==> src/rtl/alu_pkg.sv <==
// Shared types and constants for the multi-cycle execute-stage ALU.
// Opcode encodings, FSM states and NZCV bit positions.
package alu_pkg;

  typedef enum logic [2:0] {
    OP_ADD  = 3'b000,
    OP_SUB  = 3'b001,
    OP_AND  = 3'b010,
    OP_ORR  = 3'b011,
    OP_EOR  = 3'b100,
    OP_MUL  = 3'b101,
    OP_RSV6 = 3'b110,
    OP_RSV7 = 3'b111
  } alu_op_t;

  typedef enum logic {
    IDLE = 1'b0,
    MUL  = 1'b1
  } alu_state_t;

  localparam int FLAG_N = 3;
  localparam int FLAG_Z = 2;
  localparam int FLAG_C = 1;
  localparam int FLAG_V = 0;

endpackage

==> src/rtl/alu_addsub.sv <==
// Combinational A +/- B with carry-out and signed overflow.
// Subtraction is A + ~B + 1, so carry-out 1 means "no borrow".
module alu_addsub #(
  parameter int WIDTH = 32
) (
  input  logic [WIDTH-1:0] i_a,
  input  logic [WIDTH-1:0] i_b,
  input  logic             i_sub,
  output logic [WIDTH-1:0] o_sum,
  output logic             o_carry,
  output logic             o_ovf
);

  logic [WIDTH-1:0] w_b;
  logic [WIDTH:0]   w_full;

  assign w_b     = i_sub ? ~i_b : i_b;
  assign w_full  = {1'b0, i_a} + {1'b0, w_b} + {{WIDTH{1'b0}}, i_sub};
  assign o_sum   = w_full[WIDTH-1:0];
  assign o_carry = w_full[WIDTH];
  assign o_ovf   = (i_a[WIDTH-1] == w_b[WIDTH-1]) && (o_sum[WIDTH-1] != i_a[WIDTH-1]);

endmodule

==> src/rtl/alu_mc.sv <==
// Multi-cycle ALU: single-cycle ADD/SUB/logic ops, shift-and-add MUL
// one multiplier bit per cycle, behind a valid/ready handshake.
module alu_mc
  import alu_pkg::*;
#(
  parameter int WIDTH = 32
) (
  input  logic             clk,
  input  logic             reset_n,
  input  logic             in_valid,
  output logic             in_ready,
  input  logic [WIDTH-1:0] src_a,
  input  logic [WIDTH-1:0] src_b,
  input  logic [2:0]       alu_op,
  output logic             out_valid,
  output logic [WIDTH-1:0] alu_result,
  output logic [3:0]       alu_flags
);

  localparam int CW = $clog2(WIDTH);

  alu_state_t       r_state;
  alu_state_t       w_state_nxt;
  logic [CW-1:0]    r_cnt;
  logic [WIDTH-1:0] r_a;
  logic [WIDTH-1:0] r_b;
  logic [WIDTH-1:0] r_acc;
  logic             r_out_valid;
  logic [WIDTH-1:0] r_result;
  logic [3:0]       r_flags;

  alu_op_t          w_op;
  logic             w_mul_start;
  logic [WIDTH-1:0] w_add_a;
  logic [WIDTH-1:0] w_add_b;
  logic             w_sub;
  logic [WIDTH-1:0] w_sum;
  logic             w_carry;
  logic             w_ovf;
  logic [CW-1:0]    w_bit_idx;
  logic [WIDTH-1:0] w_acc_nxt;
  logic [WIDTH-1:0] w_res;
  logic             w_c;
  logic             w_v;
  logic             w_write;
  logic [3:0]       w_flags;

  assign w_op      = alu_op_t'(alu_op);
  assign in_ready  = (r_state == IDLE);
  // Bit 0 is folded into the accept edge, so MUL cycles handle bits 1..WIDTH-1.
  assign w_bit_idx = r_cnt + CW'(1);

  alu_addsub #(.WIDTH(WIDTH)) u_addsub (
    .i_a     (w_add_a),
    .i_b     (w_add_b),
    .i_sub   (w_sub),
    .o_sum   (w_sum),
    .o_carry (w_carry),
    .o_ovf   (w_ovf)
  );

  // Next-state, shared adder operand steering and result/flag selection.
  always_comb begin
    w_state_nxt = r_state;
    w_mul_start = 1'b0;
    w_add_a     = src_a;
    w_add_b     = src_b;
    w_sub       = 1'b0;
    w_acc_nxt   = r_acc;
    w_res       = '0;
    w_c         = 1'b0;
    w_v         = 1'b0;
    w_write     = 1'b0;
    case (r_state)
      IDLE: begin
        w_sub = (w_op == OP_SUB);
        case (w_op)
          OP_ADD, OP_SUB: begin
            w_res = w_sum;
            w_c   = w_carry;
            w_v   = w_ovf;
          end
          OP_AND:  w_res = src_a & src_b;
          OP_ORR:  w_res = src_a | src_b;
          OP_EOR:  w_res = src_a ^ src_b;
          default: w_res = '0;
        endcase
        if (in_valid && (w_op == OP_MUL)) begin
          w_mul_start = 1'b1;
          w_state_nxt = MUL;
        end else if (in_valid) begin
          w_write = 1'b1;
        end else begin
          w_write = 1'b0;
        end
      end
      MUL: begin
        w_add_a   = r_acc;
        w_add_b   = r_a << w_bit_idx;
        w_acc_nxt = r_b[w_bit_idx] ? w_sum : r_acc;
        if (r_cnt == CW'(WIDTH - 2)) begin
          w_res       = w_acc_nxt;
          w_write     = 1'b1;
          w_state_nxt = IDLE;
        end else begin
          w_res       = '0;
          w_write     = 1'b0;
        end
      end
      default: w_state_nxt = IDLE;
    endcase
    w_flags         = 4'b0000;
    w_flags[FLAG_N] = w_res[WIDTH-1];
    w_flags[FLAG_Z] = (w_res == '0);
    w_flags[FLAG_C] = w_c;
    w_flags[FLAG_V] = w_v;
  end

  // FSM state register.
  always_ff @(posedge clk) begin
    if (!reset_n) begin
      r_state <= IDLE;
    end else begin
      r_state <= w_state_nxt;
    end
  end

  // Multiplier operands, accumulator, bit counter and output registers.
  always_ff @(posedge clk) begin
    if (!reset_n) begin
      r_cnt       <= '0;
      r_a         <= '0;
      r_b         <= '0;
      r_acc       <= '0;
      r_out_valid <= 1'b0;
      r_result    <= '0;
      r_flags     <= 4'b0000;
    end else begin
      r_out_valid <= w_write;
      if (w_write) begin
        r_result <= w_res;
        r_flags  <= w_flags;
      end
      if (w_mul_start) begin
        r_a   <= src_a;
        r_b   <= src_b;
        r_acc <= src_a & {WIDTH{src_b[0]}};
        r_cnt <= '0;
      end else if (r_state == MUL) begin
        r_acc <= w_acc_nxt;
        r_cnt <= r_cnt + CW'(1);
      end
    end
  end

  assign out_valid  = r_out_valid;
  assign alu_result = r_result;
  assign alu_flags  = r_flags;

endmodule

==> config.mk <==
export PLATFORM = sky130hd
export DESIGN_NAME = alu_mc
export DESIGN_NICKNAME = d
export VERILOG_FILES = /design/src/rtl/alu_pkg.sv /design/src/rtl/alu_addsub.sv /design/src/rtl/alu_mc.sv
export SDC_FILE = /design/constraint.sdc
export NUM_CORES = 1
export LEC_CHECK = 0
export BUFFER_PORTS_ARGS = -buffer_cell sky130_fd_sc_hd__buf_2
export CELL_PAD_IN_SITES_DETAIL_PLACEMENT = 1
export CELL_PAD_IN_SITES_GLOBAL_PLACEMENT = 1
export CORE_UTILIZATION = 45
export CTS_CLUSTER_SIZE = 25
export DETAILED_ROUTE_END_ITERATION = 8
export GPL_ROUTABILITY_DRIVEN = 0
export PLACE_DENSITY_LB_ADDON = 0.1
export SLEW_MARGIN = 20
export SYNTH_ARGS = -nofsm -noshare
export SYNTH_HDL_FRONTEND = slang
export SYNTH_SLANG_ARGS = --single-unit
==> constraint.sdc <==
create_clock -name clk -period 15.4 [get_ports clk]
set_input_delay 3.08 -clock clk [delete_from_list [all_inputs] [get_ports clk]]
set_output_delay 3.08 -clock clk [all_outputs]
set_load 0.005 [all_outputs]
==> results.md <==
* Post-Synth XOR/XNOR Area at roughly 4.7%
* DIE HEIGHT at around 170 um
* CTS sink count at 138
* R2R cell count at 25
* CP Class: in -> reg
* Final WL at roughly 52000 um
* Setup crit end kind: flip-flop
* # IOs at 108
* Met1 WL at between 20000 and 25000 um
* Largest cells by area after synthesis: dfxtp_1 22%, ha_1 9.9%, nand2_1 9.8%
* Hold Crit Class: reg -> reg
* Residual DRC count at 0
* Synth Area in Compound Gates at 26.75%
* Tot Pwr at approximately 1200 uW
* Status: complete, no violations
* Setup_tns at 0 ns
* Post-CTS Setup Inserts at 0
* Pre-CTS setup slack at 7.358 ns
* P per Cell Area at just under 90 mW/mm^2
* Cts repair resizes at 0
* Layout area overhead at 10.61%
* CP max stage delay at between 0.8 and 0.9 ns
* Crit path setup slack, layout at 7.711 ns
* Core outline area at between 0.02 and 0.03 mm^2
* Leakage at between 0.005 and 0.006 uW
* Chip width at approximately 170 um
* Grt ovf at 0
* Slowest cell on the critical path: o31ai_1
* Synth Register Bits at 138
* Initial DRT Pass Iterations at 8
* Hold Path End: alu_result[23]
* Largest family of logic cells by synthesized area: compound AO/OA/AOI/OAI gates
* All-Layer GR Usage at 37.29%
* CTS Buffer Depth at 2
* RSZ-0062 raised after global routing: false
* Area share of and/or/nand/nor cells after synthesis at about a fifth
* Antenna cells at 0
* Final net count at around 1900
* Crit path required time at ~16 ns
* Maxcap violations at 0
* Hold Crit Depth at 2
* Largest area contributor in the netlist: dfxtp_1
* WL/cell at 25.26 um
* FFs w/ async S/R, synth at 0%
* Synth top area share at between 20% and 30%
* R2R Path Start: r_cnt[0]
* Uppermost layer routed: met4
* Die area at between 0.02 and 0.03 mm^2
* Number of synthesized flops with an enable pin at 0
* Average via count per standard cell at approximately 6.5
* HP Start: alu_result[23]
* Post-DP HPWL at between 30000 and 40000 um
* Post-synthesis sequential area ratio at between 20 and 25%
* H-tree levels at 4
* R2R Setup Slk at between 7 and 8 ns
* Metal3 WL at 4701 um
* Cell count after synthesis at about 1700
* Wire length on met2 at ~23000 um
* CTS tree: built
* Top FF cell, synth: dfxtp_1
* Fmax at between 100 and 150 MHz
* Largest net degree at the start of global routing at between 60 and 70
* Drt initial violations at 1545
* Data arrival, critical path at between 8 and 9 ns
* Vias in the first global route at 13120
* Mux contribution to synthesized area at under 10%
* Worst VDD drop at about 0.045 mV
* Number of fillers in the final layout at between 3000 and 4000
* Final setup violation count at 0
* Headroom to the max-slew limit at between 20% and 30%
* Final ANT Viol Nets at 0
* Critical path cell sequence: buf_2 -> nor2b_1 -> a21oi_1 -> mux2i_1 -> fa_1 -> nand2b_1 -> a21oi_1 -> o21ai_1 -> o31ai_1 -> o21ai_0 -> xnor2_1 -> a222oi_1 -> nand4_1 -> nor4_2 -> nand3_1 -> o21ai_1
* Yosys warning total at 0
* Mapped Avg Cell Area at ~7.2 um^2
* PortBufs at between 100 and 150
* Post-Synth Adder-Cell Area at about a tenth
* CP startpoint kind: input port
* Net Count, Synth at 1864
* Clock skew at around 0.013 ns
* Max Transition Viols Final at 0
* Total CTS buffers at 17
* Clock Latency Late Sink at 0.45 ns
* Register area at around 0.0028 mm^2
* Via count at 13450
* Worst R2R End: alu_flags[2]
* Area of the multi-input gates at between 0.008 and 0.009 mm^2
* Initial antenna violation count at 0
* First-pass GRT wire length at 79700 um
* Post-Syn Area at 0.01228 mm^2
* Clk slew on worst S/H paths at around 0.080 ns
* Tcrit/Tclk final at roughly half
* Unique cell type count in the Yosys netlist at 74
* Root Driver: clkbuf_16
* Share of cells above drive strength 1 at a little over an eighth
* Fin crit period at 7.689 ns
* Max Fanout on Critical Path at 9
* Row count at 60
* Endpoints failing hold at 0
* CTS hold repair buffers at 0
* Core Util, Final at roughly half
* Initial core utilization at 45.69%
* Worst-Margin Slew at roughly 1.2 ns
## placed cells by master, fill, tap and decap left out, types with 14 or more instances in the layout
cell type	count
nand3_1	23
buf_2	107
a22oi_1	26
inv_1	84
dfxtp_1	136
xor2_1	23
buf_4	27
a221oi_1	14
a21oi_1	172
a211oi_1	25
nor2_1	140
a222oi_1	28
mux4_2	18
clkbuf_16	17
ha_1	96
xnor2_1	36
mux2_2	17
nand2_1	318
o211ai_1	22
o21ai_0	111
nor3_1	24
mux2i_1	41
## stage by stage
step                      hold WS [ns]  cell area (um^2)  instances
after floorplan                 0.4331             12280       1696
after global placement          0.4399             13000       2044
after detailed placement        0.4454             13000       2044
after CTS                       0.4542             13580       2076
after global routing            0.4749             13580       2076
final                           0.4501             13580       2076
## state kept, by name, indices dropped and copies added (netlist names)
| register | cells |
|---|---|
| r_b | 32 |
| out_valid | 1 |
| r_cnt | 5 |
| r_acc | 32 |
| r_a | 32 |
| alu_flags | 3 |
| alu_result | 32 |
| r_state | 1 |
## area by class of cell
class | instances | share of cell area [%]
clock buffers | 17 | 3.132
clock inverters | 15 | 1.133
inverters | 87 | 2.423
multi-input cells | 1344 | 64.36
flip-flops and latches | 138 | 20.38
well taps | 341 | 3.141
repair buffers | 134 | 5.435
## logic make-up (layout without fill, tap and decap cells)
family                   after synthesis  in the layout
adder cells (fa/ha/maj)               98             98
buffers and inverters                214            253
flip-flops                           138            138
multiplexers                          79             79
AND/OR/NAND/NOR                      590            590
XOR/XNOR                              63             63
AO/OA/AOI/OAI                        514            514
## Yosys cell counts (26+ instances only)
| cell type | n |
|---|---|
| a21oi_1 | 173 |
| a222oi_1 | 28 |
| a22oi_1 | 26 |
| clkbuf_1 | 108 |
| dfxtp_1 | 138 |
| ha_1 | 97 |
| inv_1 | 85 |
| mux2i_1 | 41 |
| nand2_1 | 319 |
| nor2_1 | 144 |
| o21ai_0 | 111 |
| xnor2_1 | 37 |
## worst max-delay path, delay by kind of cell
family / cells / cell delay, ns
simple gates: 5 / 1.49
buf+inv: 1 / 0.11
fa+ha+maj: 1 / 0.47
xor+xnor: 1 / 0.21
mux: 1 / 0.20
compound gates: 7 / 2.48
## where the power goes
group	total (uW)	switching, uW	internal, uW	leakage, uW
clock network	428	212	216	0.000278
registers	381	10.5	371	0.00112
logic	380	249	131	0.00434
## worst max-delay path by stage
stage / from / to
floorplan: alu_op[2] / alu_flags[2]
global placement: src_b[0] / alu_flags[2]
detailed placement: src_b[0] / alu_flags[2]
CTS: src_b[0] / alu_flags[2]
global route: r_cnt[0] / alu_flags[2]
finish: src_b[0] / alu_flags[2]
## per-layer routing
metal,GRT usage [%],vias to the layer above
li1,-,6091
met1,50.94,6590
met2,59.07,658
met3,5.602,113
met4,14.44,0
met5,0,-
No activity file was read; power rests on OpenSTA's default activity.
